===== src/rtl/branch_resolver.sv =====
// branch_resolver: carries each fetched instruction's branch prediction from IF
// through ID and EX. It checks the prediction against the real outcome in EX,
// then drives predictor feedback and the fetch redirect, and counts branches
// and mispredicts for profiling.
module branch_resolver #(
  parameter bit CHECK_TARGET = 1'b1,
  parameter int CNT_W        = 32
) (
  input  logic             clk,
  input  logic             rst_n,
  input  logic             if_valid_i,
  input  logic [31:0]      if_pc_i,
  input  logic             pred_take_i,
  input  logic [31:0]      pred_dest_i,
  input  logic             stall_i,
  input  logic             flush_i,
  input  logic             ex_is_branch_i,
  input  logic             ex_taken_i,
  input  logic [31:0]      ex_target_i,
  output logic             feedback_valid,
  output logic [31:0]      set_pc,
  output logic             set_taken,
  output logic [31:0]      set_destination,
  output logic             mispredict_o,
  output logic [31:0]      redirect_pc_o,
  output logic [CNT_W-1:0] branch_cnt_o,
  output logic [CNT_W-1:0] mispredict_cnt_o
);

  localparam logic [CNT_W-1:0] CNT_ONE = CNT_W'(1);

  logic             id_vld_q, id_vld_d;
  logic [31:0]      id_pc_q, id_dest_q;
  logic             id_take_q;
  logic             ex_vld_q, ex_vld_d;
  logic [31:0]      ex_pc_q, ex_dest_q;
  logic             ex_take_q;

  logic             fb_vld_q;
  logic [31:0]      set_pc_q, set_dest_q;
  logic             set_taken_q;
  logic [CNT_W-1:0] br_cnt_q, br_cnt_d;
  logic [CNT_W-1:0] mp_cnt_q, mp_cnt_d;

  logic             resolve, dir_miss, tgt_miss, mispredict;
  logic [31:0]      actual_dest;

  // The target is always halfword aligned, so bit 0 of the reported target is ignored.
  assign actual_dest = {ex_target_i[31:1], 1'b0};
  assign resolve     = ex_vld_q & ex_is_branch_i & ~stall_i;
  assign dir_miss    = ex_take_q ^ ex_taken_i;
  assign tgt_miss    = CHECK_TARGET & ex_taken_i & ex_take_q &
                       (ex_dest_q[31:1] != ex_target_i[31:1]);
  assign mispredict  = resolve & (dir_miss | tgt_miss);

  assign mispredict_o  = mispredict;
  assign redirect_pc_o = !mispredict ? 32'd0 :
                         (ex_taken_i ? actual_dest : ex_pc_q + 32'd4);

  // Next-state valid bits: a mispredict kills both wrong-path slots, and a flush only kills ID.
  always_comb begin
    id_vld_d = id_vld_q;
    ex_vld_d = ex_vld_q;
    if (mispredict) begin
      id_vld_d = 1'b0;
      ex_vld_d = 1'b0;
    end else if (stall_i) begin
      if (flush_i) id_vld_d = 1'b0;
    end else begin
      id_vld_d = if_valid_i & ~flush_i;
      ex_vld_d = id_vld_q;
    end
  end

  // Saturating next-state values for the profiling counters.
  always_comb begin
    br_cnt_d = br_cnt_q;
    mp_cnt_d = mp_cnt_q;
    if (resolve && (br_cnt_q != '1))    br_cnt_d = br_cnt_q + CNT_ONE;
    if (mispredict && (mp_cnt_q != '1)) mp_cnt_d = mp_cnt_q + CNT_ONE;
  end

  // Slot valid bits, cleared by reset.
  always_ff @(posedge clk) begin
    if (rst_n) begin
      id_vld_q <= 1'b0;
      ex_vld_q <= 1'b0;
    end else begin
      id_vld_q <= id_vld_d;
      ex_vld_q <= ex_vld_d;
    end
  end

  // Slot payloads advance whenever the pipe moves. The valid bits decide if a payload is used.
  always_ff @(posedge clk) begin
    if (!stall_i) begin
      id_pc_q   <= if_pc_i;
      id_take_q <= pred_take_i;
      id_dest_q <= pred_dest_i;
      ex_pc_q   <= id_pc_q;
      ex_take_q <= id_take_q;
      ex_dest_q <= id_dest_q;
    end
  end

  // Predictor feedback: a one-cycle pulse per resolved branch. The data fields hold between pulses.
  always_ff @(posedge clk) begin
    if (rst_n) begin
      fb_vld_q    <= 1'b0;
      set_pc_q    <= 32'd0;
      set_taken_q <= 1'b0;
      set_dest_q  <= 32'd0;
    end else begin
      fb_vld_q <= resolve;
      if (resolve) begin
        set_pc_q    <= ex_pc_q;
        set_taken_q <= ex_taken_i;
        set_dest_q  <= actual_dest;
      end
    end
  end

  // Performance counters.
  always_ff @(posedge clk) begin
    if (rst_n) begin
      br_cnt_q <= '0;
      mp_cnt_q <= '0;
    end else begin
      br_cnt_q <= br_cnt_d;
      mp_cnt_q <= mp_cnt_d;
    end
  end

  assign feedback_valid   = fb_vld_q;
  assign set_pc           = set_pc_q;
  assign set_taken        = set_taken_q;
  assign set_destination  = set_dest_q;
  assign branch_cnt_o     = br_cnt_q;
  assign mispredict_cnt_o = mp_cnt_q;

endmodule


===== config.mk =====
export PLATFORM = sky130hd
export DESIGN_NAME = branch_resolver
export DESIGN_NICKNAME = d
export VERILOG_FILES = /design/src/rtl/branch_resolver.sv
export SDC_FILE = /design/constraint.sdc
export NUM_CORES = 1
export LEC_CHECK = 0
export ABC_CLOCK_PERIOD_IN_PS = 4750
export BUFFER_PORTS_ARGS = -buffer_cell sky130_fd_sc_hd__buf_2
export CAP_MARGIN = 20
export CELL_PAD_IN_SITES_DETAIL_PLACEMENT = 1
export CELL_PAD_IN_SITES_GLOBAL_PLACEMENT = 2
export CORE_ASPECT_RATIO = 1.4
export CORE_MARGIN = 1.5
export CORE_UTILIZATION = 33
export DETAILED_ROUTE_END_ITERATION = 10
export MAX_ROUTING_LAYER = met4
export PLACE_DENSITY_LB_ADDON = 0.1
export SLEW_MARGIN = 40
export SYNTH_ARGS = -nofsm -noshare
export SYNTH_HDL_FRONTEND = slang
export SYNTH_SLANG_ARGS = --single-unit

===== constraint.sdc =====
create_clock -name clk -period 4.75 [get_ports clk]
set_clock_uncertainty 0.2 [all_clocks]
set_input_delay 0.475 -clock clk [delete_from_list [all_inputs] [get_ports clk]]
set_output_delay 0.475 -clock clk [all_outputs]
set_load 0.01 [all_outputs]

==> key figures <==
Setup path
  • Setup CP Type: primary input to output port
  • CP Launch Type: primary input
  • Crit-path cells: dlygate4sd3_1 -> buf_2 -> xnor2_1 -> nand4_1 -> nor4_1 -> a21oi_1 -> a21oi_4 -> buf_4 -> inv_2 -> and3_1 -> buf_2
  • Critical path fanouts, max: 20
  • Critical Path AT: 3.19 ns
  • Most used cell, CP: buf_2
  • Req. time, crit path: 4.07 ns
  • Largest stage delay, worst path: 0.54 ns
  • Slowest CP cell: dlygate4sd3_1
  • CP Capture Type: output port

Placement
  • # port buffers: 263
  • Routability congestion estimate: between 0.7 and 0.8
  • Pre-CTS setup slack: about 1.4 ns
  • DP HPWL: 23,100 um

Drt
  • Vias per cell: approximately 5.0
  • DR pass1 iterations: 4
  • DRC Markers: 0
  • Detailed Route WL: 33,300 um
  • ANT nets after route: 0
  • Iteration-0 DRC Markers: 313
  • Vias: 8,729
  • Avg WL per Cell: 18.9 um

Timing
  • Worst-Margin Slew: between 0.6 and 0.7 ns
  • Final setup margin: 0.888 ns
  • RSZ-0062 raised after global routing: false
  • Final-report setup violation count: 0
  • Slew Limit Fails: 0
  • Max transition margin: 53.3%
  • Period utilization: about four fifths
  • Max Freq: 259 MHz
  • Hold Fails Final Rpt: 0
  • Setup TNS: 0 ns
  • Min Clock Period, post-route: a little under 4 ns

Finish
  • Nets: 1,452
  • FILL cells: ~3,600
  • Commonest non-fill, non-tap cell in the layout: buf_2
  • Layout area overhead: 31.6%
  • Final core utilization: 44.2%
  • Highest-count cells in the layout ignoring fill and taps: buf_2, nand2_1, dfxtp_1, edfxtp_1, a21oi_1
  • Share of layout cells above drive strength 1: about 24%

Clock tree
  • Max clock buf depth: 3
  • Setup Buffers After CTS: 0
  • Clock Root Buffer: clkbuf_16
  • Clk slew on worst S/H paths: 0.06 ns
  • Post_cts resized: 0
  • H-Tree Depth: 1
  • TritonCTS clock tree: done
  • Worst-Skew Late Latency: 0.55 ns
  • Cts bufs inserted: 28
  • Clk sinks: between 200 and 300

Die
  • Die width: 155 um
  • Core footprint: ~32,000 um2
  • Ports: 267
  • Die height: between 200 and 250 um
  • FP Rows: 77
  • Die Area: 33,400 um2
  • Initial core utilization: 33.6%

Synthesis
  • Sequential element share of the synthesized area: 60.7%
  • Ys flop type: dfxtp_1
  • Synth warnings: 0
  • Yosys reg bits: 259
  • Syn_nets: 1,124
  • Library cells used by synthesis: 50
  • Post-synth EDFFs: around 130
  • Cell area after synthesis: 10,600 um2
  • Post-Syn Area per Cell: 10.5 um2
  • Async set-or-reset flop fraction in the synthesized netlist: 0%
  • Mapped Cells: 1,016

Pwr
  • PwrDens: ~350 nW/um2
  • Total power draw: 4.85 mW
  • Maximum vdd drop: 253 uV
  • P_leak: 5.45 nW

Global routing
  • First-pass GRT wire length: 51,400 um
  • Total track usage: 20.5%
  • Grt ovf: 0
  • Vias in the first global route: 8,961
  • Initial antenna violation count: 1
  • Largest net degree at the start of global routing: 75

Run
  • Number of max-cap violations: 0

Run status
  • Status: finished clean

Hold path
  • Hold crit path type: primary input to flip-flop
==> synthesized netlist by cell type, types with 10 or more instances <==
cell type	count	area share [%]
nand2_1	178	6.3
dfxtp_1	131	25
edfxtp_1	128	36
a21oi_1	111	5.2
nor2_1	94	3.3
xnor2_1	46	3.8
xor2_1	39	3.2
nand4_1	36	2.1
clkbuf_1	35	1.2
nand3_1	29	1.4
o21ai_0	19	0.89
or3_1	17	1.0
and3_1	16	0.94
nor4_1	12	0.70
nor3_1	10	0.47
or4_1	10	0.70
==> cell type report <==
class / count / area (um2) / share of cell area (%)
flip-flops and latches: 259 / 6470 / 46.2
multi-input cells: 693 / 3920 / 27.9
repair buffers: 353 / 2230 / 15.9
clock buffers: 41 / 791 / 5.64
well taps: 395 / 494 / 3.53
clock inverters: 11 / 72.6 / 0.518
inverters: 9 / 38.8 / 0.277
diodes: 1 / 2.50 / 0.0179
==> metal layers <==
| layer | wire, um | track usage [%] | vias to the layer above |
|---|---|---|---|
| li1 | - | - | 4219 |
| met4 | 722 | 5.74 | 0 |
| met3 | 1780 | 4.26 | 45 |
| met5 | 0 | - | - |
| met1 | 13400 | 23.2 | 4251 |
| met2 | 17300 | 36.3 | 214 |
==> cell families after synthesis <==
logic type | Yosys count | synth area share, %
simple gates | 437 | 19.7
fa+ha+maj | 4 | 0.470
compound gates | 152 | 7.93
other cells | 1 | 0.0352
flops | 259 | 60.7
mux | 14 | 1.41
xor+xnor | 85 | 6.99
buf+inv | 64 | 2.74
==> sequential cells by signal, summed over array words and instances, names as in the netlist <==
register          count
branch_cnt_o         32
ex_dest_q            31
ex_pc_q              32
ex_take_q             1
ex_vld_q              1
feedback_valid        1
id_dest_q            31
id_pc_q              32
id_take_q             1
id_vld_q              1
mispredict_cnt_o     32
set_destination      31
set_pc               32
set_taken             1
==> critical path: cells and delay by family <==
family                    cells  cell delay, ns
buffers and inverters         5            1.22
and+or+nand+nor               3            0.71
xor gates and xnor gates      1            0.21
AOI/OAI and AO/OA             2            0.55
==> final timing paths <==
path	from	to	slack [ns]	cells past startpoint
max	ex_target_i[27]	redirect_pc_o[0]	0.89	11
min	ex_target_i[26]	set_destination[26]	0.03	3
max reg2reg	ex_dest_q[27]	mispredict_cnt_o[11]	1.87	8
min reg2reg	id_pc_q[28]	ex_pc_q[28]	0.22	0
==> power breakdown <==
| group | internal (mW) | leakage [nW] | switching, mW |
|---|---|---|---|
| Combinational | 0.124 | 2.72 | 0.143 |
| Sequential | 2.44 | 2.31 | 0.0442 |
| Clock | 1.20 | 0.423 | 0.894 |
| Total | 3.77 | 5.45 | 1.08 |
==> through the flow <==
step                      hold WS [ns]  area, um2  std cells
after floorplan                  0.200      10600       1016
after global placement           0.200      12300       1628
after detailed placement         0.205      12300       1629
after CTS                      0.00158      14000       1761
after global routing           0.00871      14000       1762
final                           0.0261      14000       1762
==> what timing repair did <==
item,4_1_cts,5_1_grt
hold endpoints to repair,80,0
hold buffers,80,0
endpoints found under the setup margin,0,0
No activity file was read; power rests on OpenSTA's default activity.
